**config.mk**
```make
export PLATFORM = sky130hd
export DESIGN_NAME = ysyx_23060187_alu_arbiter_flat
export DESIGN_NICKNAME = d
export VERILOG_FILES = /design/src/rtl/ysyx_23060187_alu_arbiter_pkg.sv /design/src/rtl/ysyx_23060187_alu_arbiter_if.sv /design/src/rtl/ysyx_23060187_alu_arbiter_alu.sv /design/src/rtl/ysyx_23060187_alu_arbiter.sv /design/src/flat_wrapper.sv
export SDC_FILE = /design/constraint.sdc
export NUM_CORES = 1
export LEC_CHECK = 0
export ABC_AREA = 0
export CAP_MARGIN = 0
export CORE_MARGIN = 2
export CORE_UTILIZATION = 40
export DETAILED_ROUTE_END_ITERATION = 8
export PLACE_DENSITY = 0.75
export SKIP_CTS_REPAIR_TIMING = 1
export SYNTH_ARGS = -nofsm -noshare
export SYNTH_HDL_FRONTEND = slang
export SYNTH_SLANG_ARGS = --single-unit
```
**constraint.sdc**
```tcl
create_clock -name clk -period 3.5 [get_ports clk]
set_input_delay 0.7 -clock clk [delete_from_list [all_inputs] [get_ports clk]]
set_output_delay 0.7 -clock clk [all_outputs]
set_load 0.03 [all_outputs]
```
**src/rtl/ysyx_23060187_alu_arbiter_pkg.sv**
```systemverilog
// Shared constants and types for the ALU arbiter slice.
// ALU ctrl encodings, data width, requester ids, FSM state, response bundle.
package ysyx_23060187_alu_arbiter_pkg;

  localparam int ALU_W      = 32;
  localparam int ALU_CTRL_W = 2;

  localparam logic [ALU_CTRL_W-1:0] ALU_ADD = 2'b00;

  localparam logic REQ0 = 1'b0;
  localparam logic REQ1 = 1'b1;

  typedef enum logic {
    ST_EMPTY = 1'b0,
    ST_FULL  = 1'b1
  } arb_state_t;

  typedef struct packed {
    logic             id;
    logic [ALU_W-1:0] result;
    logic             zero;
    logic             ovf;
  } resp_t;

endpackage

```
**src/rtl/ysyx_23060187_alu_arbiter_if.sv**
```systemverilog
// Handshake bundle between two ALU requesters, the arbiter and its consumer.
// slave: arbiter side; master: requester/consumer side.
interface ysyx_23060187_alu_arbiter_if;
  import ysyx_23060187_alu_arbiter_pkg::*;

  logic                  req0_valid;
  logic                  req0_ready;
  logic [ALU_W-1:0]      req0_op1;
  logic [ALU_W-1:0]      req0_op2;
  logic [ALU_CTRL_W-1:0] req0_ctrl;

  logic                  req1_valid;
  logic                  req1_ready;
  logic [ALU_W-1:0]      req1_op1;
  logic [ALU_W-1:0]      req1_op2;
  logic [ALU_CTRL_W-1:0] req1_ctrl;

  logic                  resp_valid;
  logic                  resp_ready;
  logic                  resp_id;
  logic [ALU_W-1:0]      resp_result;
  logic                  resp_zero;
  logic                  resp_overflow;

  modport slave (
    input  req0_valid, req0_op1, req0_op2, req0_ctrl,
    input  req1_valid, req1_op1, req1_op2, req1_ctrl,
    output req0_ready, req1_ready,
    output resp_valid, resp_id, resp_result,
    output resp_zero, resp_overflow,
    input  resp_ready
  );

  modport master (
    output req0_valid, req0_op1, req0_op2, req0_ctrl,
    output req1_valid, req1_op1, req1_op2, req1_ctrl,
    input  req0_ready, req1_ready,
    input  resp_valid, resp_id, resp_result,
    input  resp_zero, resp_overflow,
    output resp_ready
  );

endinterface

```
**src/rtl/ysyx_23060187_alu_arbiter_alu.sv**
```systemverilog
// Shared 32-bit ALU: add with zero/signed-overflow flags, null op otherwise.
// Ports: i_op1, i_op2, i_ctrl in; o_result, o_zero, o_overflow out.
module ysyx_23060187_ALU
  import ysyx_23060187_alu_arbiter_pkg::*;
(
  input  logic [ALU_W-1:0]      i_op1,
  input  logic [ALU_W-1:0]      i_op2,
  input  logic [ALU_CTRL_W-1:0] i_ctrl,
  output logic [ALU_W-1:0]      o_result,
  output logic                  o_zero,
  output logic                  o_overflow
);

  logic [ALU_W-1:0] w_sum;

  assign w_sum = i_op1 + i_op2;

  always_comb begin
    o_result   = '0;
    o_zero     = 1'b0;
    o_overflow = 1'b0;
    if (i_ctrl == ALU_ADD) begin
      o_result   = w_sum;
      o_zero     = (w_sum == '0);
      // same-sign operands producing opposite-sign sum
      o_overflow = (i_op1[ALU_W-1] == i_op2[ALU_W-1])
                && (w_sum[ALU_W-1] != i_op1[ALU_W-1]);
    end
  end

endmodule

```
**src/rtl/ysyx_23060187_alu_arbiter.sv**
```systemverilog
// Round-robin arbiter sharing one ALU between two requesters, one-entry response reg.
// Ports: clk, rst_n (async active-low), bus (slave modport of the arbiter interface).
module ysyx_23060187_alu_arbiter
  import ysyx_23060187_alu_arbiter_pkg::*;
#(
  parameter bit PRIO_INIT = 1'b0
)(
  input  logic clk,
  input  logic rst_n,
  ysyx_23060187_alu_arbiter_if.slave bus
);

  arb_state_t r_state;
  logic       r_prio;
  resp_t      r_resp;

  logic                  w_can_accept;
  logic                  w_gnt;
  logic                  w_rdy0;
  logic                  w_rdy1;
  logic                  w_xfer;
  logic [ALU_W-1:0]      w_op1;
  logic [ALU_W-1:0]      w_op2;
  logic [ALU_CTRL_W-1:0] w_ctrl;
  logic [ALU_W-1:0]      w_result;
  logic                  w_zero;
  logic                  w_ovf;

  // drain and refill may happen in the same cycle
  assign w_can_accept = (r_state == ST_EMPTY) || bus.resp_ready;

  always_comb begin
    w_gnt = r_prio;
    unique case ({bus.req1_valid, bus.req0_valid})
      2'b01:   w_gnt = REQ0;
      2'b10:   w_gnt = REQ1;
      2'b11:   w_gnt = r_prio;
      default: w_gnt = r_prio;
    endcase
  end

  assign w_rdy0 = w_can_accept && (w_gnt == REQ0);
  assign w_rdy1 = w_can_accept && (w_gnt == REQ1);

  assign bus.req0_ready = w_rdy0;
  assign bus.req1_ready = w_rdy1;

  assign w_xfer = (bus.req0_valid && w_rdy0)
               || (bus.req1_valid && w_rdy1);

  assign w_op1  = (w_gnt == REQ1) ? bus.req1_op1  : bus.req0_op1;
  assign w_op2  = (w_gnt == REQ1) ? bus.req1_op2  : bus.req0_op2;
  assign w_ctrl = (w_gnt == REQ1) ? bus.req1_ctrl : bus.req0_ctrl;

  ysyx_23060187_ALU u_alu (
    .i_op1      (w_op1),
    .i_op2      (w_op2),
    .i_ctrl     (w_ctrl),
    .o_result   (w_result),
    .o_zero     (w_zero),
    .o_overflow (w_ovf)
  );

  always_ff @(posedge clk or negedge rst_n) begin
    if (!rst_n) begin
      r_state <= ST_EMPTY;
      r_prio  <= PRIO_INIT;
      r_resp  <= '0;
    end else begin
      unique case (r_state)
        ST_EMPTY: begin
          if (w_xfer) r_state <= ST_FULL;
        end
        ST_FULL: begin
          if (!w_xfer && bus.resp_ready) r_state <= ST_EMPTY;
        end
        default: r_state <= ST_EMPTY;
      endcase
      if (w_xfer) begin
        r_prio        <= ~w_gnt;
        r_resp.id     <= w_gnt;
        r_resp.result <= w_result;
        r_resp.zero   <= w_zero;
        r_resp.ovf    <= w_ovf;
      end
    end
  end

  assign bus.resp_valid    = (r_state == ST_FULL);
  assign bus.resp_id       = r_resp.id;
  assign bus.resp_result   = r_resp.result;
  assign bus.resp_zero     = r_resp.zero;
  assign bus.resp_overflow = r_resp.ovf;

endmodule
```
**src/flat_wrapper.sv**
```systemverilog
// flat-port wrapper written by rule: the top's interface ports become plain ports
module ysyx_23060187_alu_arbiter_flat import ysyx_23060187_alu_arbiter_pkg::*;
#(
  parameter bit PRIO_INIT = 1'b0
)
  (clk, rst_n, bus_req0_valid, bus_req0_op1, bus_req0_op2, bus_req0_ctrl, bus_req1_valid, bus_req1_op1, bus_req1_op2, bus_req1_ctrl, bus_req0_ready, bus_req1_ready, bus_resp_valid, bus_resp_id, bus_resp_result, bus_resp_zero, bus_resp_overflow, bus_resp_ready);
  ysyx_23060187_alu_arbiter_if bus_i ();
  input  logic clk;
  input  logic rst_n;
  input wire logic [$bits(bus_i.req0_valid)-1:0] bus_req0_valid;
  input wire logic [$bits(bus_i.req0_op1)-1:0] bus_req0_op1;
  input wire logic [$bits(bus_i.req0_op2)-1:0] bus_req0_op2;
  input wire logic [$bits(bus_i.req0_ctrl)-1:0] bus_req0_ctrl;
  input wire logic [$bits(bus_i.req1_valid)-1:0] bus_req1_valid;
  input wire logic [$bits(bus_i.req1_op1)-1:0] bus_req1_op1;
  input wire logic [$bits(bus_i.req1_op2)-1:0] bus_req1_op2;
  input wire logic [$bits(bus_i.req1_ctrl)-1:0] bus_req1_ctrl;
  output wire logic [$bits(bus_i.req0_ready)-1:0] bus_req0_ready;
  output wire logic [$bits(bus_i.req1_ready)-1:0] bus_req1_ready;
  output wire logic [$bits(bus_i.resp_valid)-1:0] bus_resp_valid;
  output wire logic [$bits(bus_i.resp_id)-1:0] bus_resp_id;
  output wire logic [$bits(bus_i.resp_result)-1:0] bus_resp_result;
  output wire logic [$bits(bus_i.resp_zero)-1:0] bus_resp_zero;
  output wire logic [$bits(bus_i.resp_overflow)-1:0] bus_resp_overflow;
  input wire logic [$bits(bus_i.resp_ready)-1:0] bus_resp_ready;
  assign bus_i.req0_valid = bus_req0_valid;
  assign bus_i.req0_op1 = bus_req0_op1;
  assign bus_i.req0_op2 = bus_req0_op2;
  assign bus_i.req0_ctrl = bus_req0_ctrl;
  assign bus_i.req1_valid = bus_req1_valid;
  assign bus_i.req1_op1 = bus_req1_op1;
  assign bus_i.req1_op2 = bus_req1_op2;
  assign bus_i.req1_ctrl = bus_req1_ctrl;
  assign bus_req0_ready = bus_i.req0_ready;
  assign bus_req1_ready = bus_i.req1_ready;
  assign bus_resp_valid = bus_i.resp_valid;
  assign bus_resp_id = bus_i.resp_id;
  assign bus_resp_result = bus_i.resp_result;
  assign bus_resp_zero = bus_i.resp_zero;
  assign bus_resp_overflow = bus_i.resp_overflow;
  assign bus_i.resp_ready = bus_resp_ready;
  ysyx_23060187_alu_arbiter #(.PRIO_INIT(PRIO_INIT)) u_core (.clk(clk), .rst_n(rst_n), .bus(bus_i));
endmodule
```
# Yosys cells after proc, flatten, opt, wreduce, memory -nomap -nowiden
# Index checks and enable logic that the tools add are counted.
[op_classes]
bitwise_logic = 2
reduce_logical = 11
n_mux = 10
eq_ne = 4
add_sub_neg = 1
[ops]
columns = ["cell", "n"]
rows = [
  ["2-to-1 mux 32 bit", 3],
  ["adder 32 bit", 1],
  ["zero test 32 bit", 1],
  ["logical AND 1 bit", 6],
  ["2-to-1 mux 1 bit", 4],
  ["one-hot mux 1 bit (2 select lines)", 2],
  ["== test 2 x 1 -> 1 bit (second input constant)", 1],
  ["== test 2 bit (second input constant)", 1],
  ["zero test 2 bit", 1],
  ["logical OR 1 bit", 2],
  ["2-to-1 mux 2 bit", 1],
  ["NOT 1 bit", 2],
  ["== test 1 bit", 1],
  ["zero test 1 bit", 1],
  ["!= test 1 bit", 1],
]
[totals]
output_inout_bits = 38
ff_bits = 37
wordCells = 34

# Longest topological paths before layout
# Gate-level depths: netlist of the first run.
[logic_depth]
ltp_word = 10
ltp_mapped = 18

# Hierarchy
# From an unflattened synthesis of the first run, not the netlist that was laid out.
[unflattened]
cells_unflattened = 481
area_unflattened_um2 = 4375.4
[by_module_without_submodules]
columns = ["mod", "cells_each", "area_each_um2", "n_inst"]
rows = [
  ["ysyx_23060187_alu_arbiter", 161, 2217.1, 1],
  ["ysyx_23060187_ALU", 320, 2158.3, 1],
]

# Least setup slack after synthesis of the first run
# Ideal clock, no wire load.
[synth_timing]
kind = "in2reg"
start = "in bus_req0_valid"
end = "reg u_core.r_resp (netlist bit u_core.bus.resp_zero)"
path_buffers = 2
cell_stages = 18
arrival_ps = 4394
path_slack_ps = -971
setup_ps = 77
cell_sequence = "inv_1 ha_1 mux2_4 clkbuf_1 clkbuf_1 nand2_1 nand2_1 ha_1 fa_1 a21o_1 a221o_1 o21ai_2 o21ai_1 xnor2_1 nand4b_1 a2111oi_2 o2111ai_1 o21ai_1"
[synth_via]
elab_chain_cells = 6
elab_cells_between_ends = 16
cone_classes = "1 x add/sub; 2 x eq/ne; 5 x mux; 1 x bitwise; 7 x reduce/logical"
[synth_lines]
columns = ["element", "line_no", "source"]
rows = [
  ["from (decl)", "flat_wrapper.sv:10", "input wire logic [$bits(bus_i.req0_valid)-1:0] bus_req0_valid;"],
  ["== test 2 bit or == test 2 x 1 -> 1 bit (tied branches)", "ysyx_23060187_alu_arbiter.sv:34", "unique case ({bus.req1_valid, bus.req0_valid})"],
  ["one-hot mux 1 bit (2 select lines)", "ysyx_23060187_alu_arbiter.sv:34", ""],
  ["2-to-1 mux 32 bit, or another cell as far along", "ysyx_23060187_alu_arbiter.sv:51", "assign w_op1 = (w_gnt == REQ1) ? bus.req1_op1 : bus.req0_op1;"],
  ["adder 32 bit or logical AND 1 bit (tied branches)", "ysyx_23060187_alu_arbiter_alu.sv:16, ysyx_23060187_alu_arbiter.sv:42", ""],
  ["zero test 32 bit or logical AND 1 bit (tied branches)", "ysyx_23060187_alu_arbiter_alu.sv:24, ysyx_23060187_alu_arbiter.sv:48", ""],
  ["2-to-1 mux 1 bit or logical OR 1 bit (tied branches)", "ysyx_23060187_alu_arbiter_alu.sv:22, ysyx_23060187_alu_arbiter.sv:49", ""],
  ["to (decl)", "ysyx_23060187_alu_arbiter.sv:15", "resp_t r_resp;"],
]
# Parallel ways exist; a longest one is shown, timed or not.
# A chain may end at the register's enable or synchronous reset.

# Final worst setup path of the first run
# Same ends and word-level chain as after synthesis.

==> results of run 1 <==
power by group:
| group | internal (µW) | total, µW | switching, µW |
|---|---|---|---|
| registers | 613 | 739 | 125 |
| clock network | 156 | 297 | 141 |
| logic | 3110 | 6300 | 3190 |
| total | 3880 | 7330 | 3450 |
per-stage QoR:
step / total power [µW] / instance area (µm²) / TNS (ps) / instances
global route: 7780 / 7990 / -6410 / 1074
finish: 7330 / 7990 / -4540 / 1074
floorplan: 3610 / 4420 / -3590 / 620
CTS: 6570 / 7450 / -16000 / 1056
detailed placement: 6260 / 7360 / -24570 / 1049
global placement: 6150 / 7360 / -23080 / 1049
state kept, by name, summed over array words and instances, names as in the netlist:
register                  cells
u_core.bus.resp_zero          1
u_core.bus.resp_id            1
u_core.r_prio                 1
u_core.bus.resp_result       32
u_core.bus.resp_valid         1
u_core.bus.resp_overflow      1
worst max-delay path, delay by kind of cell:
kind | cells | cell delay (ps)
xor+xnor | 1 | 270
mux | 1 | 380
buf+inv | 5 | 530
compound gates | 8 | 1500
fa+ha+maj | 3 | 790
simple gates | 2 | 170
kinds of logic (layout without fill, tap and decap cells):
family	count (synthesis)	in the layout	synth area share
simple gates	318	318	0.318
compound gates	170	170	0.273
buf+inv	39	357	0.0429
flops	37	37	0.216
fa+ha+maj	33	33	0.0981
xor+xnor	20	20	0.0409
mux	3	3	0.0111
cell usage in the layout, fill, tap and decap left out, types with 4 or more instances in the layout:
cell / n
ha_4: 9
buf_12: 6
o2111ai_1: 4
a21o_1: 6
a22o_1: 14
dfrtp_1: 37
xnor2_1: 10
o21ai_1: 16
buf_4: 158
xor2_1: 5
nand2_2: 15
buf_6: 6
nor2_1: 25
o21a_1: 8
inv_1: 5
a21oi_2: 15
nand2_1: 215
nor3_1: 12
nand2b_1: 4
a21oi_1: 26
clkdlybuf4s50_1: 170
xnor2_2: 4
o211ai_1: 9
a32o_1: 4
nand4_1: 10
o21ai_0: 20
ha_1: 20
o21ai_2: 5
nand3_1: 6
clkbuf_8: 6
path summary, 6_finish.rpt:
path                                                        start                                endpoint  slack (ps)  cells after the start
max reg2reg                             u_core.r_prio$_DFFE_PN0P_        u_core.bus.resp_zero$_DFFE_PN0P_        -110                     16
min                        u_core.bus.resp_result[23]$_DFFE_PN0P_  u_core.bus.resp_result[23]$_DFFE_PN0P_         480                      2
max in group asynchronous                                   rst_n  u_core.bus.resp_result[17]$_DFFE_PN0P_        2500                      1
min in group asynchronous                                   rst_n   u_core.bus.resp_result[2]$_DFFE_PN0P_         490                      1
max                                                bus_req0_valid        u_core.bus.resp_zero$_DFFE_PN0P_        -610                     20
min reg2reg                u_core.bus.resp_result[23]$_DFFE_PN0P_  u_core.bus.resp_result[23]$_DFFE_PN0P_         480                      2
metal layers:
layer  wire length [µm]  up-vias  track usage
met5                  0        -            0
met4                170        0       0.0449
met3                883       18       0.0309
met2               8000      200        0.462
met1               7760     2701        0.372
li1                   -     2848            -
cell type report:
type / instances / area (µm²) / share of cell area
tap: 136 / 170 / 0.0213
timing repair buffer: 344 / 3130 / 0.392
clock buffer: 7 / 86.3 / 0.0108
multi-input combinational: 544 / 3630 / 0.455
sequential: 37 / 926 / 0.116
inverter: 6 / 35.0 / 0.00439
==> summary.md, run 1 <==
| Metric | Value |
|---|---|
| Layout cell share with drive strength beyond 1 | 0.293 |
| Total track usage | 0.270 |
| Seq/Total Area, Yosys | 0.216 |
| Crit path cell chain | buf_6 -> buf_6 -> inv_12 -> ha_4 -> mux2_4 -> nand2_2 -> nand2_2 -> ha_4 -> fa_2 -> a21o_1 -> a221o_1 -> o21ai_4 -> o21a_2 -> buf_4 -> o21a_1 -> o21ai_1 -> xnor2_1 -> buf_4 -> o211ai_1 -> o21ai_1 |
| Crit path DAT | 4330 ps |
| CTS tree | built |
| RSZ-0062 raised after global routing | yes |
| I/O pins | 175 |
| Fin. Hold Viols | 0 |
| Leak Pwr | 0.00363 µW |
| Tcrit/Tclk final | 1.17 |
| Yosys top cell by area | dfrtp_1 |
| Max Slew Vio Count | 0 |
| CTS Sinks | 37 |
| CTS Buffer Depth | 2 |
| Crit path required time | 3720 ps |
| DRT iter0 DRCs | 375 |
| H-tree lvl count | 2 |
| Site Rows | 37 |
| Area of the mapped netlist | 4290 µm² |
| Clk_lat worst skew | 290 ps |
| Final setup viols | 15 |
| Die height | 108 µm |
| Seq cells post-synth | 37 |
| Detailed Place HPWL | 13,500 µm |
| Residual DRC count | 0 |
| Layout filler cell count | 799 |
| Async SR Flop Fraction | 1.00 |
| Crit-path max FO | 8 |
| Wirelength, routed | 16,800 µm |
| Syn-to-layout area delta | 86.3% |
| Top cell type's share of synthesized area | 0.216 |
| Antenna diode count | 0 |
| Port buffer count | 174 |
| Worst hold slack | 480 ps |
| Count leader, synth | nand2_1 |
| Crit Path Class | in2reg |
| Top post-synthesis cells by area | dfrtp_1, nand2_1, ha_1 |
| Pre-antenna DRT Iters | 5 |
| GP Congestion | 0.924 |
| Worst vdd ir | 0.511 mV |
| Number of global-route vias before repair | 5,453 |
| Power Dens Cells | 918 nW/µm² |
| Worst-margin pin slew | 793 ps |
| Initial core utilization | 0.413 |
| Synth Net Count | 790 |
| TritonCTS buffer count | 5 |
| Worst setup SP type | input port |
| Setup WS post-layout | -609 ps |
| Outcome | finished, violations left |
| Post-DR wirelength/cell | 15.7 µm |
| Mapped Cells | 620 |
| EDFF count, synth | 0 |
| Final core area utilization | 0.770 |
| # Max-Cap Violations | 0 |
| Grt ovf | 0 |
| HP Class | reg2reg |
| Vias/cell | 5.37 |
| Largest net degree at the start of global routing | 38 |
| Antenna-violating nets left | 0 |
| First-pass GRT wire length | 25,600 µm |
| Main synth FF type | dfrtp_1 |
| Fin crit period | 4110 ps |
| Normalized max-slew margin | 0.471 |
| Die extent in x | 108 µm |
| Via count | 5,767 |
| # nets final | 1,108 |
| Worst-path clk slew | 70 ps |
| Worst slack, placed | -1320 ps |
| Post-Syn Area per Cell | 6.91 µm² |
| Commonest cells post-synth | nand2_1, a21oi_1, dfrtp_1, ha_1, o21ai_0 |
| Die area | 11,600 µm² |
| Delay of the slowest critical-path stage | 400 ps |
| CP max-delay cell | a221o_1 |
| CTS Root Cell | clkbuf_8 |
| Initial antenna violation count | 0 |
| Fmax | 243 MHz |
| Core area | 10,400 µm² |
| Worst setup EP type | flip-flop |
| Yosys warns | 0 |
| Failing checks | setup timing |
| Synth cell types | 69 |
| Worst-case clock skew | 10.8 ps |
(Power assumes the default switching activity.)
==> inputs of run 2 (changes only) <==
--- a/config.mk
+++ b/config.mk
@@ -11,6 +11,7 @@
 export CORE_UTILIZATION = 40
 export DETAILED_ROUTE_END_ITERATION = 8
 export PLACE_DENSITY = 0.75
+export REMOVE_ABC_BUFFERS = 1
 export SKIP_CTS_REPAIR_TIMING = 1
 export SYNTH_ARGS = -nofsm -noshare
 export SYNTH_HDL_FRONTEND = slang
==> run 2 against run 1 <==
The run still ends with setup timing left. Total power increased by 0.52%. Sequential power about the same. Critical endpoint unchanged. Global-route usage fell by 0.93 points. Clock-buffer cell count down 1. Critical path type unchanged. Largest power group unchanged. Routed wire length up 3.2%. Register-to-register slack better by 30 ps. Die area unchanged. First-iteration DRC count shrank 19%. Utilization rose by 0.66 points. Largest cell class unchanged.
==> summary.md, run 2 (same netlist as run 1, synthesis figures left out) <==
| Metric | Value |
|---|---|
| Placed cell area | 7160 µm² |
| RSZ-0062 raised after global routing | yes |
| WL met2 | 8960 µm |
| Flop pwr share | 0.101 |
| Worst setup SP type | input port |
| Crit Path Class | in2reg |
| Die area | 11,600 µm² |
| CTS Sinks | 37 |
| Top Layer Used | met4 |
| Worst slack, placed | -1470 ps |
| Via count | 5,825 |
| Tcrit/Tclk final | 1.14 |
| Grt ovf | 0 |
| Normalized max-slew margin | 0.455 |
| First-pass GRT wire length | 25,000 µm |
| Multi-input logic area | 3790 µm² |
| Initial antenna violation count | 0 |
| Met3 routed WL | 843 µm |
| Int Pwr | 3900 µW |
| Reg area | 926 µm² |
| Fmax | 250 MHz |
| Clk pwr share | 0.039 |
| Leak Pwr | 0.00360 µW |
| I/O pins | 175 |
| Detailed Place HPWL | 13,000 µm |
| Layout filler cell count | 752 |
| Power Dens Cells | 915 nW/µm² |
| R2r setup slk | -80 ps |
| Vias/cell | 5.46 |
| Outcome | finished, violations left |
| Residual DRC count | 0 |
| Net Switching | 3470 µW |
| TritonCTS buffer count | 5 |
| Initial core utilization | 0.413 |
| Post-DR wirelength/cell | 16.3 µm |
| Fin crit period | 3990 ps |
| R2R cell count | 15 |
| Worst-margin pin slew | 817 ps |
| Fin. Hold Viols | 0 |
| Commonest non-fill, non-tap cells in the layout | nand2_1, clkdlybuf4s50_1, buf_4 |
| Total power | 7370 µW |
| Layout cell share with drive strength beyond 1 | 0.311 |
| Total track usage | 0.261 |
| Die height | 108 µm |
| Switching Share | 0.471 |
| Crit-path max FO | 16 |
| Antenna-violating nets left | 0 |
| H-tree lvl count | 2 |
| Worst vdd ir | 0.536 mV |
| Site Rows | 37 |
| Post-route cell area | 8050 µm² |
| Pre-antenna DRT Iters | 5 |
| Worst-case clock skew | 4.67 ps |
| Largest net degree at the start of global routing | 38 |
| Max reg flops | 32 |
| GP Congestion | 0.881 |
| Commonest non-fill, non-tap cell in the layout | nand2_1 |
| Syn-to-layout area delta | 87.9% |
| Setup WS post-layout | -492 ps |
| M1 WL | 7330 µm |
| # Max-Cap Violations | 0 |
| CTS Root Cell | clkbuf_8 |
| Port buffer count | 174 |
| DRT iter0 DRCs | 305 |
| CTS tree | built |
| HP Class | reg2reg |
| Antenna diode count | 0 |
| # nets final | 1,099 |
| Number of global-route vias before repair | 5,526 |
| Failing checks | setup timing |
| CTS Buffer Depth | 2 |
| Crit path required time | 3710 ps |
| Final setup viols | 14 |
| Hold Crit Depth | 2 |
| Die extent in x | 108 µm |
| Worst setup EP type | flip-flop |
| Core area | 10,400 µm² |
| Comb power frac | 0.861 |
| Crit path DAT | 4200 ps |
| Max Slew Vio Count | 0 |
| Clk_lat worst skew | 290 ps |
| Worst-path clk slew | 70 ps |
| Wirelength, routed | 17,400 µm |
[run 2: cell count changes in the layout (fill, tap and decap cells not counted), sizes merged]
cell          delta
buf              -9
clkinv           +2
dlymetal6s2s     -1
[run 2: path summary, 6_finish.rpt]
kind / from / endpoint
setup / recovery: bus_req0_valid / u_core.bus.resp_zero$_DFFE_PN0P_
max in group asynchronous: rst_n / u_core.bus.resp_result[7]$_DFFE_PN0P_
setup reg to reg: u_core.r_prio$_DFFE_PN0P_ / u_core.bus.resp_zero$_DFFE_PN0P_
min in group asynchronous: rst_n / u_core.bus.resp_valid$_DFF_PN0_
hold / removal: u_core.bus.resp_result[23]$_DFFE_PN0P_ / u_core.bus.resp_result[23]$_DFFE_PN0P_
hold reg to reg: u_core.bus.resp_result[23]$_DFFE_PN0P_ / u_core.bus.resp_result[23]$_DFFE_PN0P_
[run 2: power by group through the flow]
| stage | logic, µW | registers [µW] | clock network [µW] |
|---|---|---|---|
| after floorplan | 2340 | 1080 | 0 |
| after global placement | 5170 | 736 | 0 |
| after detailed placement | 5290 | 745 | 0 |
| after CTS | 5300 | 738 | 288 |
| after global routing | 6790 | 756 | 313 |
| final | 6340 | 742 | 285 |
[run 2: critical path: stages]
cell and delay, ps:
buf_8 80, inv_4 30, ha_4 280, mux2_4 390, clkbuf_16 210, nand2_1 80, nand2_1 90, ha_4 250
a21oi_4 160, o21ai_1 100, a21o_1 210, buf_4 150, or4_1 490, nand4_1 210, o2111ai_2 140, a2111oi_2 310
o2111ai_1 150, o21ai_1 160
[run 2: final cells by class]
class / count / area share
clock buffers: 6 / 0.00901
inverters: 6 / 0.00311
multi-input cells: 544 / 0.471
clock inverters: 2 / 0.00124
flip-flops and latches: 37 / 0.115
well taps: 136 / 0.0211
repair buffers: 335 / 0.380
[run 2: per-stage QoR]
step                TNS, ps  hold WS [ps]  instances   util
floorplan            -64880           404        587      -
global placement     -22960           465       1041  0.691
detailed placement   -26670           474       1041  0.691
CTS                  -17880           491       1049  0.698
global route          -4470           523       1066  0.777
finish                -2990           492       1066  0.777
[run 2: routing by layer]
metal	up-vias	global-route usage
met5	-	0
met4	0	0.0385
met3	26	0.0285
met2	197	0.468
met1	2783	0.344
li1	2819	-
